File: config.mk
export PLATFORM = sky130hd
export DESIGN_NAME = decode_fwd
export DESIGN_NICKNAME = d
export VERILOG_FILES = /design/src/rtl/decode_fwd.sv
export SDC_FILE = /design/constraint.sdc
export NUM_CORES = 1
export LEC_CHECK = 0
export BUFFER_PORTS_ARGS = -buffer_cell sky130_fd_sc_hd__buf_2
export CORE_AREA = 2 2 165 167
export CTS_CLUSTER_SIZE = 8
export DETAILED_ROUTE_END_ITERATION = 12
export DIE_AREA = 0 0 167 169
export PLACE_DENSITY_LB_ADDON = 0.25
export SLEW_MARGIN = 0
export SYNTH_ARGS = -nofsm -noshare
export SYNTH_HDL_FRONTEND = slang
export SYNTH_SLANG_ARGS = --single-unit
File: constraint.sdc
create_clock -name clk -period 3.62 [get_ports clk]
set_input_delay 0.362 -clock clk [delete_from_list [all_inputs] [get_ports clk]]
set_output_delay 0.362 -clock clk [all_outputs]
set_load 0.005 [all_outputs]
File: src/rtl/decode_fwd.sv
// RV32I decode stage: one registered output slot, valid/ready on both sides,
// operand forwarding from NUM_BYP result ports and load-use back-pressure.
module decode_fwd #(
  parameter int unsigned XLEN    = 32,
  parameter int unsigned NUM_BYP = 2,
  parameter int unsigned EX_W    = 4,
  parameter int unsigned CNT_W   = 16
) (
  input  logic                    clk,
  input  logic                    reset,
  input  logic                    flush,
  input  logic                    in_valid,
  output logic                    in_ready,
  input  logic [31:0]             in_pc,
  input  logic [31:0]             in_instr,
  input  logic [EX_W-1:0]         in_ex,
  input  logic                    in_ex_valid,
  output logic [4:0]              rs1_addr,
  output logic [4:0]              rs2_addr,
  input  logic [XLEN-1:0]         rs1_data,
  input  logic [XLEN-1:0]         rs2_data,
  input  logic [NUM_BYP-1:0]      byp_valid,
  input  logic [NUM_BYP-1:0]      byp_pend,
  input  logic [5*NUM_BYP-1:0]    byp_rd,
  input  logic [XLEN*NUM_BYP-1:0] byp_data,
  output logic                    out_valid,
  input  logic                    out_ready,
  output logic [31:0]             out_pc,
  output logic [31:0]             out_instr,
  output logic [4:0]              out_opcode,
  output logic [2:0]              out_funct,
  output logic                    out_variant,
  output logic [XLEN-1:0]         out_op1,
  output logic [XLEN-1:0]         out_op2,
  output logic [XLEN-1:0]         out_offset,
  output logic [4:0]              out_rd,
  output logic                    out_nop,
  output logic [EX_W-1:0]         out_ex,
  output logic                    out_ex_valid,
  output logic [CNT_W-1:0]        stall_cnt
);

  localparam logic [EX_W-1:0] EX_ILLEGAL_INSTR = EX_W'(2);
  localparam logic [2:0]      F3_CSRRW         = 3'b001;

  localparam logic [4:0] OPC_LOAD   = 5'b00000;
  localparam logic [4:0] OPC_FENCE  = 5'b00011;
  localparam logic [4:0] OPC_OP_IMM = 5'b00100;
  localparam logic [4:0] OPC_AUIPC  = 5'b00101;
  localparam logic [4:0] OPC_STORE  = 5'b01000;
  localparam logic [4:0] OPC_OP     = 5'b01100;
  localparam logic [4:0] OPC_LUI    = 5'b01101;
  localparam logic [4:0] OPC_BRANCH = 5'b11000;
  localparam logic [4:0] OPC_JALR   = 5'b11001;
  localparam logic [4:0] OPC_JAL    = 5'b11011;
  localparam logic [4:0] OPC_SYSTEM = 5'b11100;

  typedef struct packed {
    logic [31:0]     pc;
    logic [31:0]     instr;
    logic [4:0]      opcode;
    logic [2:0]      funct;
    logic            variant;
    logic [XLEN-1:0] op1;
    logic [XLEN-1:0] op2;
    logic [XLEN-1:0] offset;
    logic [4:0]      rd;
    logic            nop;
    logic [EX_W-1:0] ex;
    logic            ex_valid;
  } dec_t;

  dec_t             dec_d, dec_q;
  logic             valid_d, valid_q;
  logic [CNT_W-1:0] stall_q;

  logic [XLEN-1:0] imm_i, imm_s, imm_b, imm_u, imm_j;
  logic [XLEN-1:0] src1, src2;
  logic            pend1, pend2, use1, use2, illegal;
  logic            hazard, xfer, stall_inc;

  assign rs1_addr = in_instr[19:15];
  assign rs2_addr = in_instr[24:20];

  assign imm_i = XLEN'($signed(in_instr[31:20]));
  assign imm_s = XLEN'($signed({in_instr[31:25], in_instr[11:7]}));
  assign imm_b = XLEN'($signed({in_instr[31], in_instr[7], in_instr[30:25], in_instr[11:8], 1'b0}));
  assign imm_u = XLEN'($signed({in_instr[31:12], 12'd0}));
  assign imm_j = XLEN'($signed({in_instr[31], in_instr[19:12], in_instr[20], in_instr[30:21], 1'b0}));

  // Operand source: scanning high-to-low lets the lowest matching slot win.
  always_comb begin
    src1  = rs1_data;
    src2  = rs2_data;
    pend1 = 1'b0;
    pend2 = 1'b0;
    for (int i = int'(NUM_BYP) - 1; i >= 0; i--) begin
      if (byp_valid[i] && (byp_rd[5*i +: 5] == rs1_addr)) begin
        src1  = byp_data[XLEN*i +: XLEN];
        pend1 = byp_pend[i];
      end
      if (byp_valid[i] && (byp_rd[5*i +: 5] == rs2_addr)) begin
        src2  = byp_data[XLEN*i +: XLEN];
        pend2 = byp_pend[i];
      end
    end
    if (rs1_addr == 5'd0) begin
      src1  = '0;
      pend1 = 1'b0;
    end
    if (rs2_addr == 5'd0) begin
      src2  = '0;
      pend2 = 1'b0;
    end
  end

  // Field decode; exceptions zero the operands and suppress source usage.
  always_comb begin
    dec_d         = '0;
    use1          = 1'b0;
    use2          = 1'b0;
    illegal       = 1'b0;
    dec_d.pc      = in_pc;
    dec_d.instr   = in_instr;
    dec_d.opcode  = in_instr[6:2];
    dec_d.funct   = in_instr[14:12];
    dec_d.variant = in_instr[30];
    dec_d.rd      = in_instr[11:7];
    unique case (in_instr[6:2])
      OPC_OP_IMM: begin
        dec_d.op2 = imm_i;
        if (in_instr[31:12] == 20'd0) dec_d.nop = 1'b1;
        else                          use1      = 1'b1;
      end
      OPC_LUI, OPC_AUIPC: dec_d.op2 = imm_u;
      OPC_OP: begin
        use1 = 1'b1;
        use2 = 1'b1;
      end
      OPC_JAL: dec_d.op2 = imm_j;
      OPC_JALR: begin
        if (in_instr[14:12] == 3'd0) begin
          use1      = 1'b1;
          dec_d.op2 = imm_i;
        end else begin
          illegal = 1'b1;
        end
      end
      OPC_BRANCH: begin
        use1         = 1'b1;
        use2         = 1'b1;
        dec_d.offset = imm_b;
      end
      OPC_LOAD: begin
        use1      = 1'b1;
        dec_d.op2 = imm_i;
      end
      OPC_STORE: begin
        use1         = 1'b1;
        use2         = 1'b1;
        dec_d.offset = imm_s;
      end
      OPC_FENCE: dec_d.nop = 1'b1;
      OPC_SYSTEM: begin
        if (in_instr[14:12] == F3_CSRRW) use1    = 1'b1;
        else                             illegal = 1'b1;
      end
      default: illegal = 1'b1;
    endcase
    if (in_instr[1:0] != 2'b11) illegal = 1'b1;
    if (use1) dec_d.op1 = src1;
    if (use2) dec_d.op2 = src2;

    if (in_ex_valid || illegal) begin
      use1           = 1'b0;
      use2           = 1'b0;
      dec_d.op1      = '0;
      dec_d.op2      = '0;
      dec_d.offset   = '0;
      dec_d.nop      = 1'b0;
      dec_d.ex_valid = 1'b1;
      dec_d.ex       = in_ex_valid ? in_ex : EX_ILLEGAL_INSTR;
    end
  end

  assign hazard    = (use1 && pend1) || (use2 && pend2);
  assign in_ready  = !flush && !hazard && (!valid_q || out_ready);
  assign xfer      = in_valid && in_ready;
  assign valid_d   = xfer || (valid_q && !flush && !out_ready);
  assign stall_inc = in_valid && hazard && !flush;

  always_ff @(posedge clk) begin
    if (reset) begin
      valid_q <= 1'b0;
      dec_q   <= '0;
      stall_q <= '0;
    end else begin
      valid_q <= valid_d;
      if (xfer) dec_q <= dec_d;
      if (stall_inc && (stall_q != '1)) stall_q <= stall_q + CNT_W'(1);
    end
  end

  assign out_valid    = valid_q;
  assign out_pc       = dec_q.pc;
  assign out_instr    = dec_q.instr;
  assign out_opcode   = dec_q.opcode;
  assign out_funct    = dec_q.funct;
  assign out_variant  = dec_q.variant;
  assign out_op1      = dec_q.op1;
  assign out_op2      = dec_q.op2;
  assign out_offset   = dec_q.offset;
  assign out_rd       = dec_q.rd;
  assign out_nop      = dec_q.nop;
  assign out_ex       = dec_q.ex;
  assign out_ex_valid = dec_q.ex_valid;
  assign stall_cnt    = stall_q;

endmodule

## Yosys cells after proc, flatten, opt, wreduce, memory -nomap -nowiden

Index checks and enable logic that the tools add are counted.
W data, S select, Z words.

| operators by class | value |
|---|---|
| add/subtract/negate cells | 1 |
| eq/ne operators | 17 |
| muxes and demuxes | 33 |
| reduce and logical (&&, ||, !) cells | 32 |

Operators by type and width:

| kind | count |
|---|---|
| $mux W32 | 9 |
| $pmux W32 S4 | 1 |
| $mux W96 | 1 |
| $pmux W32 S2 | 1 |
| $eq A5 B5 Y1 | 4 |
| $eq A5 B5 Y1 const B | 4 |
| $logic_not A20 Y1 | 1 |
| $add A16 B1 Y16 const B | 1 |
| $mux W1 | 16 |
| $ne A16 B16 Y1 const B | 1 |
| $eq A5 B4 Y1 const B | 3 |
| $logic_not A5 Y1 | 3 |
| $logic_and A1 B1 Y1 | 14 |
| $eq A5 B3 Y1 const B | 2 |
| $reduce_or A9 Y1 | 1 |
| $mux W6 | 1 |
| $eq A5 B2 Y1 const B | 1 |
| $logic_not A1 Y1 | 4 |
| $logic_or A1 B1 Y1 | 4 |
| $mux W4 | 1 |
| $pmux W1 S4 | 1 |
| $reduce_or A2 Y1 | 2 |
| $reduce_or A4 Y1 | 1 |
| $eq A3 B1 Y1 const B | 1 |
| other kinds (5) | 5 |

| storage, ports and cells | value |
|---|---|
| register bits | 197 |

## Depth between registers and ports, before layout

Gate-level depths: netlist of the first run.

| logic depth | value |
|---|---|
| word-level depth | 13 |
| depth in mapped cells | 11 |
| mapped depth without buffers | 8 |

## Least setup slack after synthesis of the first run

No wires, ideal clock.

| path | value |
|---|---|
| path type | input to register |
| start point | input in_instr[4] |
| end point | register stall_q[9] (netlist: stall_cnt[9]) |
| setup time | 0.121 ns |
| arrival time | 2.645 ns |
| setup slack | 0.855 ns |
| cell stages on the path | 10 |
| cells stage by stage | buf_6 nand2b_4 nor4b_4 a221oi_2 or4_4 o32ai_4 nand2_4 buf_6 nor4_2 mux2_2 |

| between the ends | value |
|---|---|
| word-level cells in the longest chain between the ends | 11 |

RTL lines:

| item | line | source |
|---|---|---|
| start: declaration | 15 | `input logic [31:0] in_instr,` |
| $eq A5 B5 Y1 (tied with other cells) | 129 | `unique case (in_instr[6:2])` |
| $reduce_or A9 Y1 (no source line) | n/a |  |
| $pmux W1 S3 | 129 |  |
| $mux W1 | 170 | `if (in_instr[1:0] != 2'b11) illegal = 1'b1;` |
| $logic_or A1 B1 Y1 | 174 | `if (in_ex_valid \|\| illegal) begin` |
| $mux W1 | 174 |  |
| $logic_and A1 B1 Y1 | 186 | `assign hazard = (use1 && pend1) \|\| (use2 && pend2);` |
| $logic_or A1 B1 Y1 * | 186 |  |
| $logic_and A1 B1 Y1 * (2 in series) | 190 | `assign stall_inc = in_valid && hazard && !flush;` |
| $logic_and A1 B1 Y1 * | 200 | `if (stall_inc && (stall_q != '1)) stall_q <= stall_q + CNT_W'(1);` |
| end signal: assignment | 200 |  |
| end: declaration | 75 | `logic [CNT_W-1:0] stall_q;` |

Every way passes the cells marked *; elsewhere a longest branch is shown, timed or not.
A chain may end at the register's enable or synchronous reset.

## Worst setup path after layout of the first run

| path | value |
|---|---|
| start point | input in_instr[27] |
| end point | output in_ready |

| between the ends | value |
|---|---|
| word-level cells in the longest chain between the ends | 9 |

RTL lines:

| item | line | source |
|---|---|---|
| $logic_not A20 Y1 | 132 | `if (in_instr[31:12] == 20'd0) dec_d.nop = 1'b1;` |
| $mux W1 | 132 |  |
| $pmux W1 S4 | 129 |  |
| $mux W1 | 174 |  |
| $logic_and A1 B1 Y1 | 186 |  |
| $logic_or A1 B1 Y1 | 186 |  |
| $logic_not A1 Y1 | 187 | `assign in_ready = !flush && !hazard && (!valid_q \|\| out_ready);` |
| $logic_and A1 B1 Y1 (2 in series) | 187 |  |
| end: declaration | 13 | `output logic in_ready,` |

No other way between the ends.

==> impl_metrics.json, run 1 <==
{
  "dp_hpwl_mm": 25.4,
  "numCtsBuffers": 17,
  "h-tree-depth": 4,
  "drt_iter0_markers": 700,
  "min_path_type": "in -> reg",
  "rsz0062_at_grt": "no",
  "post-route-period-util_pct": 81.9,
  "grt_max_degree": 107,
  "grt_usage_pct": 23.2,
  "criticalPathCategory": "in -> out",
  "synth_nets": 1317,
  "routabilityCongestion": 0.922,
  "grt_pass1_vias": 8412,
  "dr.pass1.iters": 6,
  "ys_top_cells_by_area": "dfxtp_1, nand2_1, a21oi_1",
  "r2r_start": "stall_cnt[6]",
  "irDropWorstVdd_mv": 0.207,
  "cts_buffer_depth": 2,
  "startpoint_type": "input port",
  "avgSynthCellArea_um2": 7.79,
  "max-cap-violations": 0,
  "synthAdderAreaFrac_pct": 0.146,
  "fmaxAchievable_mhz": 337,
  "ctsHoldBuffers": 0,
  "cts_resized": 0,
  "crit_path_end_kind": "output pin",
  "cts_tree": "built",
  "ant_nets": 0,
  "synth_simple_gate_area_share_pct": 21.4,
  "root_buffer": "clkbuf_16",
  "cp_max_fo": 5,
  "p_per_area_nw_per_um2": 382,
  "status": "complete, no violations",
  "power_mw": 4.29,
  "fin_crit_ns": 2.96,
  "setup_viol": 0,
  "grt_antenna_before_repair": 2,
  "fin_tns_setup_ns": 0,
  "dpl_cell_area_um2": 10600,
  "r2r_end": "stall_cnt[5]",
  "worstMarginPinSlew_ns": 0.845,
  "leakage_nw": 5.21,
  "slew_headroom_pct": 43.7,
  "die_w_um": 167,
  "ys_ff_latch": 164,
  "fin_ws_ns": 0.655,
  "syn_inst": 1100,
  "routed_wl_mm": 34.0,
  "start_util_pct": 32.3,
  "finalNetCount": 1650,
  "max_stage_delay_ns": 0.38,
  "drc": 0,
  "layout_common_cells": "buf_2, nand2_1, dfxtp_1",
  "grt_pass1_wl_mm": 50.6,
  "yosysTopAreaCell": "dfxtp_1",
  "place.port_buffers": 423,
  "overflow": 0,
  "clock_sinks": 164,
  "drv_slew": 0,
  "dp_slack_ns": 0.429,
  "finClkSkew_ns": 0.0141,
  "r2r_slack_ns": 1.41,
  "wl_per_cell_um": 19.0,
  "hold-path-endpoint": "out_pc[2]",
  "hold_violations": 0,
  "die_area_um2": 28200,
  "synth_ff_type": "dfxtp_1",
  "rows": 60,
  "yosys.cell_types.count": 58,
  "yosysSeqAreaShare_pct": 38.3,
  "synth_edf_count": 0,
  "path_clk_slew_ns": 0.07,
  "async_flop_share_pct": 0,
  "io_pins": 424,
  "drive_above_1_share_pct": 34.4,
  "clk_latency_ns": 0.43,
  "synth-xor-area-share_pct": 2.45,
  "synth_area_um2": 8570,
  "via_count": 9207,
  "syn_to_final_growth_pct": 31.1,
  "synth.top_cell.area_share_pct": 38.3,
  "final_common_cell": "buf_2",
  "holdCritStartpoint": "in_pc[2]",
  "final_area_um2": 11200,
  "die_y_um": 169,
  "synth-compound-area-share_pct": 20.6,
  "synth_top_family_by_area": "simple AND/OR/NAND/NOR gates",
  "vias_per_cell": 5.15,
  "synth.area.mux_share_pct": 8.09,
  "yosysWarnings": 0,
  "hold_depth": 3,
  "worstPathCellList": "buf_2 -> nor4_1 -> buf_4 -> nand3_1 -> nor4_1 -> o31a_1 -> o32ai_4 -> buf_4 -> or2_1 -> nor2_1 -> buf_2",
  "slowest_stage": "nor4_1",
  "arrival_ns": 2.60,
  "cts_setup_buffers": 0,
  "core-area_um2": 26500,
  "ff2ff_path_depth": 8,
  "crit_required_ns": 3.26
}
-- stage by stage --
step | util, % | hold WS [ns] | std cells
after floorplan | - | 0.448 | 1100
after global placement | 40.1 | 0.438 | 1755
after detailed placement | 40.1 | 0.443 | 1755
after CTS | 42.4 | 0.137 | 1787
after global routing | 42.4 | 0.144 | 1789
final | 42.4 | 0.164 | 1789
-- where the power goes --
group / switching (mW) / internal (mW) / total (mW)
clock: 0.876 / 0.986 / 1.86
combinational: 0.338 / 0.229 / 0.566
sequential: 0.0200 / 1.84 / 1.86
total: 1.23 / 3.05 / 4.29
-- kinds of logic (layout without fill, tap and decap cells) --
| group | Yosys count | after routing |
|---|---|---|
| AND/OR/NAND/NOR | 404 | 404 |
| AO/OA/AOI/OAI | 300 | 300 |
| flip-flops | 164 | 164 |
| buffers and inverters | 138 | 484 |
| multiplexers | 69 | 69 |
| XOR/XNOR | 24 | 24 |
| adder cells (fa/ha/maj) | 1 | 1 |
| other | 0 | 2 |
-- cell usage after synthesis (3+ instances only) --
| cell type | instances |
|---|---|
| buf_4 | 54 |
| buf_1 | 8 |
| buf_2 | 12 |
| nor4_1 | 5 |
| a22oi_1 | 10 |
| buf_6 | 4 |
| nand2b_1 | 3 |
| and3_1 | 4 |
| or2_2 | 3 |
| clkbuf_1 | 52 |
| a21o_1 | 21 |
| or3_1 | 5 |
| mux2i_1 | 67 |
| nor2b_1 | 5 |
| nand2_1 | 245 |
| inv_1 | 7 |
| o22ai_1 | 3 |
| xnor2_1 | 12 |
| nand4_1 | 6 |
| nor3_1 | 7 |
| nand3_1 | 74 |
| dfxtp_1 | 164 |
| nor2_1 | 24 |
| xor2_1 | 12 |
| o21ai_0 | 68 |
| o31ai_1 | 6 |
| or4_1 | 9 |
| a32o_1 | 19 |
| a21oi_1 | 157 |
-- flip-flops by register name, indices dropped and copies added (netlist names) --
signal,count
out_ex_valid,1
out_op1,32
stall_cnt,16
out_valid,1
out_ex,4
out_nop,1
out_instr,32
out_pc,32
out_op2,32
out_offset,13
-- worst max-delay path by stage --
| stage | from | end | slack (ns) |
|---|---|---|---|
| after floorplan | in_instr[4] | stall_cnt[9] | 0.85 |
| after global placement | in_instr[6] | out_op2[16] | 0.49 |
| after detailed placement | in_instr[6] | out_op2[23] | 0.43 |
| after CTS | in_instr[27] | in_ready | 0.63 |
| after global routing | in_instr[6] | in_ready | 0.48 |
| final | in_instr[27] | in_ready | 0.66 |
-- worst max-delay path: cells and delay by family --
family,cells,cell delay (ns)
buffers and inverters,4,0.68
and+or+nand+nor,5,1.15
AOI/OAI and AO/OA,2,0.40
-- final cells by class --
type / count / area (um2)
Multi-Input combinational cell: 798 / 4550
Inverter: 7 / 26.3
Timing Repair Buffer: 445 / 2350
Clock buffer: 18 / 429
Fill cell: 2726 / 15300
Clock inverter: 14 / 163
Sequential cell: 164 / 3280
Tap cell: 341 / 427
Antenna cell: 2 / 5.00
-- metal layers --
layer | vias up | global-route usage, % | wire length [um]
li1 | 4467 | - | -
met1 | 4270 | 28.9 | 14000
met2 | 432 | 38.6 | 16200
met3 | 38 | 5.85 | 2800
met4 | 0 | 8.81 | 1020
met5 | - | 0 | 0
Note: power is estimated with default switching activity, not from simulation.
==> run 2: changes to the inputs <==
==> constraint.sdc (replaced) <==
create_clock -name clk -period 3 [get_ports clk]
set_input_delay 0.3 -clock clk [delete_from_list [all_inputs] [get_ports clk]]
set_output_delay 0.3 -clock clk [all_outputs]
set_load 0.005 [all_outputs]
==> impl_metrics.json, run 2 (synthesis gave the netlist of run 1 again) <==
{
  "status": "complete, no violations",
  "startpoint_type": "input port",
  "fin_tns_setup_ns": 0,
  "die_w_um": 167,
  "hold_depth": 3,
  "grt_usage_pct": 23.5,
  "wl_per_cell_um": 18.9,
  "grt_pass1_wl_mm": 51.5,
  "io_pins": 424,
  "dpl_cell_area_um2": 10900,
  "syn_to_final_growth_pct": 34.5,
  "min_path_type": "in -> reg",
  "irDropWorstVdd_mv": 0.336,
  "rsz0062_at_grt": "no",
  "criticalPathCategory": "in -> out",
  "drt_iter0_markers": 595,
  "via_count": 9405,
  "crit_required_ns": 2.70,
  "intPower_mw": 3.80,
  "hold_violations": 0,
  "p_clk_share_pct": 44.0,
  "path_clk_slew_ns": 0.07,
  "routed_wl_mm": 34.5,
  "leakage_nw": 5.40,
  "crit_path_end_kind": "output pin",
  "final_area_um2": 11500,
  "p_sw_share_pct": 28.1,
  "die_y_um": 169,
  "power_frac_seq_pct": 42.4,
  "grt_pass1_vias": 8817,
  "place.port_buffers": 423,
  "grt_max_degree": 129,
  "ant_nets": 0,
  "worstMarginPinSlew_ns": 0.860,
  "die_area_um2": 28200,
  "fillers": 2779,
  "slew_headroom_pct": 42.6,
  "cts_tree": "built",
  "grt_antenna_before_repair": 2,
  "max-cap-violations": 0,
  "fmaxAchievable_mhz": 364,
  "overflow": 0,
  "arrival_ns": 2.45,
  "routabilityCongestion": 0.914,
  "drc": 0,
  "setup_viol": 0,
  "start_util_pct": 32.3,
  "fin_crit_ns": 2.75,
  "cts_buffer_depth": 2,
  "post-route-period-util_pct": 91.6,
  "root_buffer": "clkbuf_16",
  "dr.pass1.iters": 5,
  "clock_sinks": 164,
  "vias_per_cell": 5.16,
  "ff2ff_path_depth": 8,
  "p_per_area_nw_per_um2": 459,
  "pwr-share-comb_pct": 13.5,
  "finClkSkew_ns": 0.0116,
  "power.switching_mw": 1.48,
  "drv_slew": 0,
  "finalNetCount": 1684,
  "drive_above_1_share_pct": 36.1,
  "clk_latency_ns": 0.43,
  "h-tree-depth": 4,
  "core-area_um2": 26500,
  "rows": 60,
  "layout_common_cells": "buf_2, nand2_1, dfxtp_1",
  "numCtsBuffers": 17,
  "cp_max_fo": 4,
  "dp_hpwl_mm": 26.0,
  "final_common_cell": "buf_2"
}
[run 2: cell count changes in the layout (fill, tap and decap cells not counted), sizes merged]
cell,before,now
clkinvlp,3,1
inv,15,14
buf,445,479
bufinv,1,2
clkinv,2,4
[run 2: worst max-delay path: stages]
cell	delay, ns
buf_2	0.12
buf_4	0.15
or3b_1	0.39
a211oi_1	0.34
buf_4	0.18
nor2_1	0.05
nand3_1	0.13
o32ai_4	0.12
or2_1	0.28
buf_4	0.15
nor2_1	0.11
buf_2	0.13
[run 2: path summary, 6_finish.rpt]
check | slack, ns | endpoint | from
max | 0.25 | in_ready | in_instr[2]
min | 0.10 | out_pc[1] | in_pc[1]
max reg2reg | 0.81 | stall_cnt[5] | stall_cnt[6]
min reg2reg | 0.45 | out_offset[5] | out_offset[5]
[run 2: area by class of cell]
type,count,area (um2),share of cell area (%)
inverter,7,26.3,0.228
sequential,164,3280,28.5
tap,341,427,3.70
antenna,2,5.00,0.0434
timing repair buffer,479,2630,22.8
clock buffer,18,439,3.81
multi-input combinational,798,4560,39.5
clock inverter,14,164,1.42
[run 2: metrics by stage]
stage          total power [mW]  util, %  hold WS, ns  cells  setup slack [ns]
2_1_floorplan              2.64        -        0.436   1100             0.297
3_3_place_gp               3.01     41.2        0.437   1789           0.00981
3_5_place_dp               3.01     41.2        0.442   1789           -0.0686
4_1_cts                    5.34     43.5       0.0821   1821             0.180
5_1_grt                    5.50     43.5       0.0876   1823            0.0658
6_report                   5.29     43.5        0.102   1823             0.253
[run 2: what timing repair did]
action                                 in CTS  in global routing
hold buffers                                0                  0
resized for setup                           0                  1
setup endpoints to repair                   0                  1
buffers inserted                            0                  0
endpoints found under the hold margin       0                  0
[run 2: power groups by stage]
stage	Clock (mW)	Sequential, mW	Combinational, mW
global route	2.47	2.25	0.783
floorplan	0	2.30	0.339
detailed placement	0	2.30	0.720
global placement	0	2.29	0.716
CTS	2.38	2.24	0.721
finish	2.33	2.24	0.715
[run 2: layer usage]
layer	up-vias	part of all wire (%)	global-route usage [%]
met5	-	0	0
met4	0	3.0	9.63
met3	52	7.6	5.54
met2	399	49	40.1
met1	4417	41	28.5
li1	4537	-	-
==> run 3: changes to the inputs <==
--- a/config.mk
+++ b/config.mk
@@ -6,10 +6,10 @@
 export NUM_CORES = 1
 export LEC_CHECK = 0
 export BUFFER_PORTS_ARGS = -buffer_cell sky130_fd_sc_hd__buf_2
-export CORE_AREA = 2 2 165 167
+export CORE_AREA = 5 5 163 165
 export CTS_CLUSTER_SIZE = 8
 export DETAILED_ROUTE_END_ITERATION = 12
-export DIE_AREA = 0 0 167 169
+export DIE_AREA = 0 0 168 170
 export PLACE_DENSITY_LB_ADDON = 0.25
 export SLEW_MARGIN = 0
 export SYNTH_ARGS = -nofsm -noshare
==> impl_metrics.json, run 3 (synthesis gave the netlist of run 1 again) <==
{
  "grt_max_degree": 84,
  "finalNetCount": 1671,
  "cts_tree": "built",
  "rows": 58,
  "crit_path_end_kind": "output pin",
  "cp_max_fo": 5,
  "die_area_um2": 28600,
  "wl_met1_mm": 13.7,
  "crit_required_ns": 2.70,
  "root_buffer": "clkbuf_16",
  "cts_buffer_depth": 2,
  "final_util_pct": 46.0,
  "vias_per_cell": 5.15,
  "routed_wl_mm": 34.6,
  "cp_num_buf_inv": 2,
  "fmaxAchievable_mhz": 357,
  "crit_path_frequent_cell": "buf_2",
  "dr_wl_met2_mm": 16.8,
  "path_delay_family": "simple AND/OR/NAND/NOR gates",
  "irDropWorstVdd_mv": 0.266,
  "cp-endpoint": "in_ready",
  "ff2ff_path_depth": 8,
  "startpoint_type": "input port",
  "syn_to_final_growth_pct": 33.7,
  "final_common_cell": "buf_2",
  "drv_slew": 0,
  "wl_met3_mm": 3.13,
  "drt_iter0_markers": 585,
  "fin_ws_ns": 0.201,
  "max_stage_delay_ns": 0.58,
  "grt_usage_pct": 23.4,
  "max-cap-violations": 0,
  "layout_common_cells": "buf_2, nand2_1, dfxtp_1",
  "r2r_start": "stall_cnt[6]",
  "slew_headroom_pct": 57.2,
  "dp_hpwl_mm": 26.2,
  "fin_crit_ns": 2.80,
  "rsz0062_at_grt": "no",
  "top_layer_used": "met4",
  "start_util_pct": 34.4,
  "criticalPathCategory": "in -> out",
  "min_path_type": "in -> reg",
  "clock_sinks": 164,
  "worstMarginPinSlew_ns": 0.642,
  "fin_tns_setup_ns": 0,
  "place.port_buffers": 423,
  "r2r_end": "stall_cnt[9]",
  "cp-startpoint": "in_instr[4]",
  "post-route-period-util_pct": 93.3,
  "grt_pass1_wl_mm": 52.2,
  "routabilityCongestion": 0.900,
  "drc": 0,
  "status": "complete, no violations",
  "r2r_slack_ns": 0.82,
  "worstPathCellList": "buf_2 -> nand2b_4 -> nor4b_4 -> a221oi_2 -> or4_4 -> o32ai_4 -> or2_1 -> nor2_1 -> buf_2",
  "numCtsBuffers": 17,
  "wl_per_cell_um": 19.2,
  "via_count": 9267,
  "p_per_area_nw_per_um2": 456,
  "clk_latency_ns": 0.44,
  "cts_resized": 0,
  "dp_slack_ns": 0.000473,
  "hold_ws_ns": 0.0926,
  "ctsHoldBuffers": 0,
  "finClkSkew_ns": 0.00855,
  "h-tree-depth": 4,
  "cp.depth": 9,
  "io_pins": 424,
  "overflow": 0,
  "die_w_um": 168,
  "leakage_nw": 5.36,
  "cts_setup_buffers": 0,
  "dr.pass1.iters": 5,
  "core-area_um2": 24900,
  "die_y_um": 170,
  "slowest_stage": "or4_4",
  "path_clk_slew_ns": 0.08,
  "grt_antenna_before_repair": 2,
  "drive_above_1_share_pct": 35.4,
  "arrival_ns": 2.50,
  "setup_viol": 0,
  "grt_pass1_vias": 8850,
  "hold_violations": 0,
  "ant_nets": 0
}
[run 3: changes by cell type in the layout (fill, tap and decap cells not counted), sizes merged]
cell / delta
buf: -13
bufinv: -1
clkbuf: -1
clkinv: +1
clkinvlp: -1
inv: +2
[run 3: worst min-delay path, stage by stage]
cell and delay (ns):
buf_2 0.09, nand2_1 0.05, a21oi_1 0.05
[run 3: metal layers]
layer | GRT usage [%] | vias up
met5 | 0 | -
met4 | 7.90 | 0
met3 | 6.50 | 54
met2 | 39.9 | 436
met1 | 28.5 | 4267
li1 | - | 4510
[run 3: per-stage QoR]
| stage | power, mW | instances | cell area [um2] |
|---|---|---|---|
| after global routing | 5.46 | 1799 | 11500 |
| after CTS | 5.30 | 1797 | 11500 |
| final | 5.23 | 1799 | 11500 |
| after detailed placement | 3.01 | 1765 | 10800 |
| after global placement | 3.00 | 1765 | 10800 |
| after floorplan | 2.64 | 1100 | 8570 |
[run 3: final cells by class]
| type | instances | area (um2) |
|---|---|---|
| Multi-Input combinational cell | 798 | 4550 |
| Tap cell | 330 | 413 |
| Clock buffer | 17 | 425 |
| Timing Repair Buffer | 466 | 2570 |
| Clock inverter | 15 | 183 |
| Inverter | 7 | 26.3 |
| Antenna cell | 2 | 5.00 |
| Sequential cell | 164 | 3280 |
| Fill cell | 2524 | 13400 |
[run 3: worst min path at each step]
stage	startpoint	end	slack [ns]	cells after the start
5_1_grt	in_pc[28]	out_pc[28]	0.08	3
3_3_place_gp	out_offset[6]	out_offset[6]	0.44	2
4_1_cts	in_pc[6]	out_pc[6]	0.07	3
2_1_floorplan	in_instr[0]	out_instr[0]	0.44	2
3_5_place_dp	out_offset[2]	out_offset[2]	0.44	2
6_report	in_pc[1]	out_pc[1]	0.09	3
[run 3: report_power, final]
group          total [mW]  internal, mW  switching (mW)
Clock                2.28          1.20            1.08
Combinational       0.706         0.301           0.406
Sequential           2.24          2.22          0.0231
